**src/rtl/imm_enc_pkg.sv**
```systemverilog
// Shared types and constants for the RV32I instruction encoder.
package imm_enc_pkg;

   localparam int unsigned INST_W = 32;
   localparam int unsigned IMM_W  = 32;
   localparam int unsigned ADDR_W = 32;
   localparam int unsigned CNT_W  = 16;
   localparam int unsigned REG_W  = 5;
   localparam int unsigned FMT_W  = 3;

   typedef enum logic [FMT_W-1:0] {
      I_ALU   = 3'd0,
      I_SHIFT = 3'd1,
      I_LOAD  = 3'd2,
      S       = 3'd3,
      B       = 3'd4,
      JAL     = 3'd5,
      JALR    = 3'd6
   } fmt_e;

   typedef enum logic [1:0] {
      Q_EMPTY = 2'd0,
      Q_ONE   = 2'd1,
      Q_FULL  = 2'd2
   } q_state_e;

   localparam logic [6:0] OP_IMM    = 7'b0010011;
   localparam logic [6:0] OP_LOAD   = 7'b0000011;
   localparam logic [6:0] OP_STORE  = 7'b0100011;
   localparam logic [6:0] OP_BRANCH = 7'b1100011;
   localparam logic [6:0] OP_JAL    = 7'b1101111;
   localparam logic [6:0] OP_JALR   = 7'b1100111;

   localparam logic [6:0] F7_ZERO = 7'h00;
   localparam logic [6:0] F7_ALT  = 7'h20;

   localparam logic [INST_W-1:0] NOP_INST = 32'h0000_0013;

   typedef struct packed {
      logic [INST_W-1:0] inst;
      logic              err;
   } enc_word_t;

   // True when imm[IMM_W-1:lo] are all equal, i.e. imm fits a (lo+1)-bit signed field.
   function automatic logic imm_fits(input logic [IMM_W-1:0] imm, input int unsigned lo);
      logic [IMM_W-1:0] hi;
      hi = IMM_W'($signed(imm) >>> lo);
      return (hi == '0) || (hi == '1);
   endfunction

endpackage

```
**src/rtl/inst_encoder_if.sv**
```systemverilog
// Request/response bus of the instruction encoder.
interface inst_encoder_if;
   import imm_enc_pkg::*;

   logic                  in_valid;
   logic                  in_ready;
   logic [FMT_W-1:0]      in_fmt;
   logic [REG_W-1:0]      in_rd;
   logic [REG_W-1:0]      in_rs1;
   logic [REG_W-1:0]      in_rs2;
   logic [2:0]            in_funct3;
   logic [6:0]            in_funct7;
   logic [IMM_W-1:0]      in_imm;
   logic                  out_valid;
   logic                  out_ready;
   logic [INST_W-1:0]     out_inst;
   logic [ADDR_W-1:0]     out_addr;
   logic                  out_err;

   modport master (
      output in_valid, in_fmt, in_rd, in_rs1, in_rs2, in_funct3, in_funct7, in_imm, out_ready,
      input  in_ready, out_valid, out_inst, out_addr, out_err
   );

   modport slave (
      input  in_valid, in_fmt, in_rd, in_rs1, in_rs2, in_funct3, in_funct7, in_imm, out_ready,
      output in_ready, out_valid, out_inst, out_addr, out_err
   );
endinterface

```
**src/rtl/enc_fifo2.sv**
```systemverilog
// Two-entry valid/ready queue; head is a register so the output holds its last value when empty.
module enc_fifo2
   import imm_enc_pkg::*;
#(
   parameter int unsigned WIDTH = 33
) (
   input  logic             clk,
   input  logic             rst_n,
   input  logic             clear,
   input  logic             push_valid,
   output logic             push_ready_c,
   input  logic [WIDTH-1:0] push_data,
   output logic             pop_valid,
   input  logic             pop_ready,
   output logic [WIDTH-1:0] pop_data
);

   q_state_e         state, state_nxt;
   logic [WIDTH-1:0] head, head_nxt;
   logic [WIDTH-1:0] tail, tail_nxt;
   logic             push, pop;

   assign pop_valid    = (state != Q_EMPTY);
   assign pop_data     = head;
   assign pop          = pop_valid && pop_ready && !clear;
   // A pop in the same cycle frees the slot; clear drops any request.
   assign push_ready_c = clear || (state != Q_FULL) || (pop_valid && pop_ready);
   assign push         = push_valid && push_ready_c && !clear;

   always_ff @(posedge clk) begin
      if (!rst_n) begin
         state <= Q_EMPTY;
         head  <= '0;
         tail  <= '0;
      end else begin
         state <= state_nxt;
         head  <= head_nxt;
         tail  <= tail_nxt;
      end
   end

   always_comb begin
      state_nxt = state;
      head_nxt  = head;
      tail_nxt  = tail;
      if (clear) begin
         state_nxt = Q_EMPTY;
      end else begin
         case (state)
            Q_EMPTY: begin
               if (push) begin
                  head_nxt  = push_data;
                  state_nxt = Q_ONE;
               end
            end
            Q_ONE: begin
               if (push && pop) begin
                  head_nxt = push_data;
               end else if (push) begin
                  tail_nxt  = push_data;
                  state_nxt = Q_FULL;
               end else if (pop) begin
                  state_nxt = Q_EMPTY;
               end
            end
            Q_FULL: begin
               if (pop) begin
                  head_nxt = tail;
                  if (push) tail_nxt  = push_data;
                  else      state_nxt = Q_ONE;
               end
            end
            default: state_nxt = Q_EMPTY;
         endcase
      end
   end

endmodule

```
**src/rtl/inst_encoder.sv**
```systemverilog
// Packs decoded RV32I fields into instruction words, range-checks the immediate,
// and queues address-tagged results for the instruction-memory writer.
module inst_encoder
   import imm_enc_pkg::*;
#(
   parameter logic [ADDR_W-1:0] BASE_ADDR = 32'h0000_0000,
   parameter int unsigned       ADDR_STEP = 4
) (
   input  logic             clk,
   input  logic             rst_n,
   input  logic             clear,
   inst_encoder_if.slave    bus,
   output logic [CNT_W-1:0] err_count
);

   logic [IMM_W-1:0]  imm;
   logic [INST_W-1:0] raw_inst_c;
   logic              legal_c;
   enc_word_t         word_c;
   enc_word_t         head;
   logic [$bits(enc_word_t)-1:0] head_bits;
   logic              accept;
   logic              out_fire;

   assign imm = bus.in_imm;

   // Field packing is the exact inverse of the immediate generator.
   always_comb begin
      raw_inst_c = NOP_INST;
      legal_c    = 1'b0;
      case (fmt_e'(bus.in_fmt))
         I_ALU: begin
            raw_inst_c = {imm[11:0], bus.in_rs1, bus.in_funct3, bus.in_rd, OP_IMM};
            legal_c    = imm_fits(imm, 11);
         end
         I_SHIFT: begin
            raw_inst_c = {bus.in_funct7, imm[4:0], bus.in_rs1, bus.in_funct3, bus.in_rd, OP_IMM};
            legal_c    = (imm[IMM_W-1:5] == '0) &&
                         ((bus.in_funct7 == F7_ZERO) || (bus.in_funct7 == F7_ALT));
         end
         I_LOAD: begin
            raw_inst_c = {imm[11:0], bus.in_rs1, bus.in_funct3, bus.in_rd, OP_LOAD};
            legal_c    = imm_fits(imm, 11);
         end
         S: begin
            raw_inst_c = {imm[11:5], bus.in_rs2, bus.in_rs1, bus.in_funct3, imm[4:0], OP_STORE};
            legal_c    = imm_fits(imm, 11);
         end
         B: begin
            raw_inst_c = {imm[12], imm[10:5], bus.in_rs2, bus.in_rs1, bus.in_funct3,
                          imm[4:1], imm[11], OP_BRANCH};
            legal_c    = imm_fits(imm, 12) && !imm[0];
         end
         JAL: begin
            raw_inst_c = {imm[20], imm[10:1], imm[11], imm[19:12], bus.in_rd, OP_JAL};
            legal_c    = imm_fits(imm, 20) && !imm[0];
         end
         JALR: begin
            raw_inst_c = {imm[11:0], bus.in_rs1, 3'b000, bus.in_rd, OP_JALR};
            legal_c    = imm_fits(imm, 11);
         end
         default: ;
      endcase
      word_c.err  = !legal_c;
      word_c.inst = legal_c ? raw_inst_c : NOP_INST;
   end

   enc_fifo2 #(.WIDTH($bits(enc_word_t))) u_fifo (
      .clk          (clk),
      .rst_n        (rst_n),
      .clear        (clear),
      .push_valid   (bus.in_valid),
      .push_ready_c (bus.in_ready),
      .push_data    (word_c),
      .pop_valid    (bus.out_valid),
      .pop_ready    (bus.out_ready),
      .pop_data     (head_bits)
   );

   assign head         = enc_word_t'(head_bits);
   assign bus.out_inst = head.inst;
   assign bus.out_err  = head.err;

   assign accept   = bus.in_valid && bus.in_ready && !clear;
   assign out_fire = bus.out_valid && bus.out_ready && !clear;

   // Target address advances per delivered word and wraps naturally.
   always_ff @(posedge clk) begin
      if (!rst_n || clear) begin
         bus.out_addr <= BASE_ADDR;
      end else if (out_fire) begin
         bus.out_addr <= bus.out_addr + ADDR_W'(ADDR_STEP);
      end
   end

   always_ff @(posedge clk) begin
      if (!rst_n || clear) begin
         err_count <= '0;
      end else if (accept && word_c.err && (err_count != '1)) begin
         err_count <= err_count + CNT_W'(1);
      end
   end

endmodule

```
**src/flat_wrapper.sv**
```systemverilog
// flat-port wrapper written by rule: the top's interface ports become plain ports
module inst_encoder_flat import imm_enc_pkg::*;
#(
   parameter logic [ADDR_W-1:0] BASE_ADDR = 32'h0000_0000,
   parameter int unsigned       ADDR_STEP = 4
)
  (clk, rst_n, clear, err_count, bus_in_valid, bus_in_fmt, bus_in_rd, bus_in_rs1, bus_in_rs2, bus_in_funct3, bus_in_funct7, bus_in_imm, bus_out_ready, bus_in_ready, bus_out_valid, bus_out_inst, bus_out_addr, bus_out_err);
  inst_encoder_if bus_i ();
  input  logic clk;
  input  logic rst_n;
  input  logic clear;
  output logic [CNT_W-1:0] err_count;
  input wire logic [$bits(bus_i.in_valid)-1:0] bus_in_valid;
  input wire logic [$bits(bus_i.in_fmt)-1:0] bus_in_fmt;
  input wire logic [$bits(bus_i.in_rd)-1:0] bus_in_rd;
  input wire logic [$bits(bus_i.in_rs1)-1:0] bus_in_rs1;
  input wire logic [$bits(bus_i.in_rs2)-1:0] bus_in_rs2;
  input wire logic [$bits(bus_i.in_funct3)-1:0] bus_in_funct3;
  input wire logic [$bits(bus_i.in_funct7)-1:0] bus_in_funct7;
  input wire logic [$bits(bus_i.in_imm)-1:0] bus_in_imm;
  input wire logic [$bits(bus_i.out_ready)-1:0] bus_out_ready;
  output wire logic [$bits(bus_i.in_ready)-1:0] bus_in_ready;
  output wire logic [$bits(bus_i.out_valid)-1:0] bus_out_valid;
  output wire logic [$bits(bus_i.out_inst)-1:0] bus_out_inst;
  output wire logic [$bits(bus_i.out_addr)-1:0] bus_out_addr;
  output wire logic [$bits(bus_i.out_err)-1:0] bus_out_err;
  assign bus_i.in_valid = bus_in_valid;
  assign bus_i.in_fmt = bus_in_fmt;
  assign bus_i.in_rd = bus_in_rd;
  assign bus_i.in_rs1 = bus_in_rs1;
  assign bus_i.in_rs2 = bus_in_rs2;
  assign bus_i.in_funct3 = bus_in_funct3;
  assign bus_i.in_funct7 = bus_in_funct7;
  assign bus_i.in_imm = bus_in_imm;
  assign bus_i.out_ready = bus_out_ready;
  assign bus_in_ready = bus_i.in_ready;
  assign bus_out_valid = bus_i.out_valid;
  assign bus_out_inst = bus_i.out_inst;
  assign bus_out_addr = bus_i.out_addr;
  assign bus_out_err = bus_i.out_err;
  inst_encoder #(.BASE_ADDR(BASE_ADDR), .ADDR_STEP(ADDR_STEP)) u_core (.clk(clk), .rst_n(rst_n), .clear(clear), .bus(bus_i), .err_count(err_count));
endmodule
```
**config.mk**
```make
export PLATFORM = sky130hd
export DESIGN_NAME = inst_encoder_flat
export DESIGN_NICKNAME = d
export VERILOG_FILES = /design/src/rtl/imm_enc_pkg.sv /design/src/rtl/inst_encoder_if.sv /design/src/rtl/enc_fifo2.sv /design/src/rtl/inst_encoder.sv /design/src/flat_wrapper.sv
export SDC_FILE = /design/constraint.sdc
export NUM_CORES = 1
export LEC_CHECK = 0
export CORE_MARGIN = 3
export CORE_UTILIZATION = 40
export DETAILED_ROUTE_END_ITERATION = 12
export PLACE_DENSITY = 0.66
export SETUP_SLACK_MARGIN = 0.05
export SYNTH_ARGS = -nofsm -noshare
export SYNTH_HDL_FRONTEND = slang
export SYNTH_HIERARCHICAL = 1
export SYNTH_SLANG_ARGS = --single-unit
export TNS_END_PERCENT = 50
```
**constraint.sdc**
```tcl
create_clock -name clk -period 3.44 [get_ports clk]
set_clock_uncertainty 0.2 [all_clocks]
set_input_delay 0.688 -clock clk [delete_from_list [all_inputs] [get_ports clk]]
set_output_delay 0.688 -clock clk [all_outputs]
set_load 0.02 [all_outputs]
```
==> run_results.csv <==
group,metric,value,unit
detailed_routing,drc,0,
layout,antennaDiodeCount,0,
worst_setup_path,required,3.55,ns
worst_setup_path,start_kind,"input port",
layout,post-route-util,0.554,
sta,hold_viol_final,0,
clocking,postCtsSetupBuffers,0,
sta,rsz0062_at_grt,"no",
power,powerDensity,414,mW/mm^2
clocking,insertion_delay,0.41,ns
sta,setup_viol,0,
synthesis,synthFlopType,"dfxtp_1",
layout,areaGrowthSynthToFinish,34.9,%
flow_run,cap_violations,0,
synthesis,yosysMostFrequentCell,"dfxtp_1",
die,core.rowCount,45,
synthesis,avgSynthCellArea,8.13,um^2
detailed_routing,wl_per_cell,15.1,um
worst_setup_path,critical_path_class,"in -> reg",
worst_setup_path,crit_arrival,3.20,ns
power,seq_power_share,0.392,
synthesis,synth_seq_cells,114,
die,core_region_area,0.0153,mm^2
sta,worst_pin_slew,0.677,ns
detailed_routing,detail_route.first_pass.iterations,5,
synthesis,synth_cells,771,
synthesis,netlist_area,0.00627,mm^2
synthesis,netlist.area_leader.share,0.364,
detailed_routing,vias,6003,
power,comb_power_share,0.128,
clocking,clock_sinks,114,
layout,layout.nets,980,
power,power_switching,0.837,mW
synthesis,synthArstFlopShare,0,
clocking,hold_buffers,0,
die,initial_utilization,0.411,
placed_design,placement.io_buffers,145,
sta,min_period,3.08,ns
die,die_w,131,um
synthesis,yosys-top-cells-count,"dfxtp_1 (114), a21oi_1 (80), nor2_1 (74)",
global_routing,use_met1,0.263,
synthesis,yosysTopAreaCell,"dfxtp_1",
global_routing,grt_pass1_vias,5611,
power,p_leak,2.79,nW
placed_design,place_ws,-0.0485,ns
clocking,cts_tree,"built",
layout,drive_gt1_frac,0.0882,
global_routing,antenna_found_initial,0,
global_routing,use_met3,0.0490,
clocking,cts_resized,0,
status,status,"completed",
min_path,hold_path_class,"reg -> reg",
die,die_area,0.0172,mm^2
sta,fin_crit_sh,0.896,
power,peakVddDrop,0.360,mV
global_routing,top_usage_layer,"met2",
die,pin_count,148,
power,sw_frac_of_total,0.239,
synthesis,synth_edf_count,0,
clocking,clockBufferDepth,2,
clocking,cts_buffers,17,
detailed_routing,drt_iter0_markers,398,
clocking,ctsHtreeMaxLevel,4,
synthesis,ys_seq_area_frac,0.364,
die,die_h,131,um
detailed_routing,routed_wl,17100,um
worst_setup_path,cp-end-kind,"flop",
global_routing,grt_usage,0.196,
power,p_int,2.66,mW
detailed_routing,via_per_inst,5.32,
sta,final_max_slew_viol_count,0,
global_routing,grt_max_degree,67,
detailed_routing,ant_nets,0,
synthesis,synth_cell_type_count,63,
global_routing,overflow,0,
sta,max_slew_margin,0.549,
synthesis,netlist_top_cells_area,"dfxtp_1 (36%), a21oi_1 (6.4%), mux2i_1 (6.1%), nor2_1 (4.4%), nand3_1 (4.1%)",
global_routing,grt_pass1_wl,28200,um
placed_design,dp.final_hpwl,12100,um
sta,max_clock_freq,0.324,GHz
synthesis,ys.warnings.count,6,
worst_setup_path,critPathMaxFanout,19,
clocking,root_buffer,"clkbuf_16",
placed_design,gp_congestion,0.842,
sta,fin_ws,0.357,ns
global_routing,met2_usage,0.313,
clocking,clk_pin_slew,0.05,ns
power,clockPowerShare,0.479,
## registers in the layout, indices dropped and copies added (netlist names)
register                flops
u_core/u_fifo/tail         33
u_core/err_count           16
u_core/bus.out_addr        30
u_core/u_fifo/pop_data     33
u_core/u_fifo/state         2
## routing by layer
layer	routed length, um	share of wire	vias up
met2	7860	0.46	181
li1	-	-	3062
met4	198	0.012	0
met5	0	0	-
met1	8090	0.47	2742
met3	927	0.054	18
## critical path, stage by stage
cell and delay, ns:
clkdlybuf4s50_1 0.49, nand4_1 0.10, or3_4 0.41, a2111oi_2 0.44, a211o_1 0.21, inv_2 0.08, buf_4 0.21, nor2_1 0.17
mux2i_1 0.09, a211oi_1 0.30
## stage by stage
step	instances	instance area [um^2]	total power, mW	hold slack (ns)	TNS (ns)
CTS	1129	8460	3.54	0.248	0
finish	1129	8460	3.50	0.245	0
detailed placement	1101	7900	1.85	0.239	-0.0485
global placement	1101	7900	1.85	0.236	-0.0386
global route	1129	8460	3.63	0.260	0
floorplan	775	6280	1.64	0.228	0
## layout make-up
cell class / instances / area (um^2)
clock buffers: 22 / 474
clock inverters: 6 / 82.6
fillers: 1434 / 6800
inverters: 12 / 45.0
multi-input cells: 584 / 3560
flip-flops and latches: 114 / 2280
well taps: 211 / 264
repair buffers: 180 / 1750
## power by group through the flow
stage	Combinational [mW]	Sequential (mW)	Clock (mW)
detailed placement	0.449	1.40	0
floorplan	0.206	1.43	0
CTS	0.451	1.37	1.71
global route	0.486	1.38	1.77
global placement	0.447	1.40	0
finish	0.450	1.37	1.68
## kinds of logic after synthesis
kind of cell / count (synthesis) / share of synthesized area
multiplexers: 38 / 0.0607
adder cells (fa/ha/maj): 6 / 0.0120
other: 2 / 0.00120
buffers and inverters: 77 / 0.0705
XOR/XNOR: 28 / 0.0391
AND/OR/NAND/NOR: 295 / 0.238
AO/OA/AOI/OAI: 211 / 0.215
flip-flops: 114 / 0.364
## final timing paths
kind	slack, ns	endpoint	cells after the start	start
max reg2reg	0.53	u_core/err_count[13]$_SDFFE_PP0P_	9	u_core/u_fifo/state[0]$_SDFFE_PP0P_
min	0.24	u_core/u_fifo/tail[22]$_SDFFE_PN0P_	2	u_core/u_fifo/tail[22]$_SDFFE_PN0P_
max	0.36	u_core/u_fifo/pop_data[8]$_SDFFE_PN0P_	10	bus_in_imm[30]
min reg2reg	0.24	u_core/u_fifo/tail[22]$_SDFFE_PN0P_	2	u_core/u_fifo/tail[22]$_SDFFE_PN0P_
## cell usage in the layout, fill, tap and decap left out, drive strengths merged, types with 5 or more instances in the layout
| cell type | instances |
|---|---|
| mux2i | 38 |
| or4 | 6 |
| nor4 | 9 |
| inv | 11 |
| nor3b | 6 |
| clkdlybuf4s50 | 144 |
| buf | 36 |
| clkbuf | 22 |
| conb | 6 |
| a21oi | 80 |
| o31ai | 9 |
| nand4 | 20 |
| o22ai | 10 |
| a31oi | 5 |
| a22oi | 15 |
| dfxtp | 114 |
| a211oi | 36 |
| nand3 | 51 |
| xnor2 | 9 |
| ha | 6 |
| nand2b | 12 |
| nor2 | 74 |
| xor2 | 19 |
| nor2b | 11 |
| o21ai | 41 |
| and3 | 8 |
| or3 | 6 |
| nand2 | 64 |
| nor3 | 10 |
Note: power is estimated with default switching activity, not from simulation.
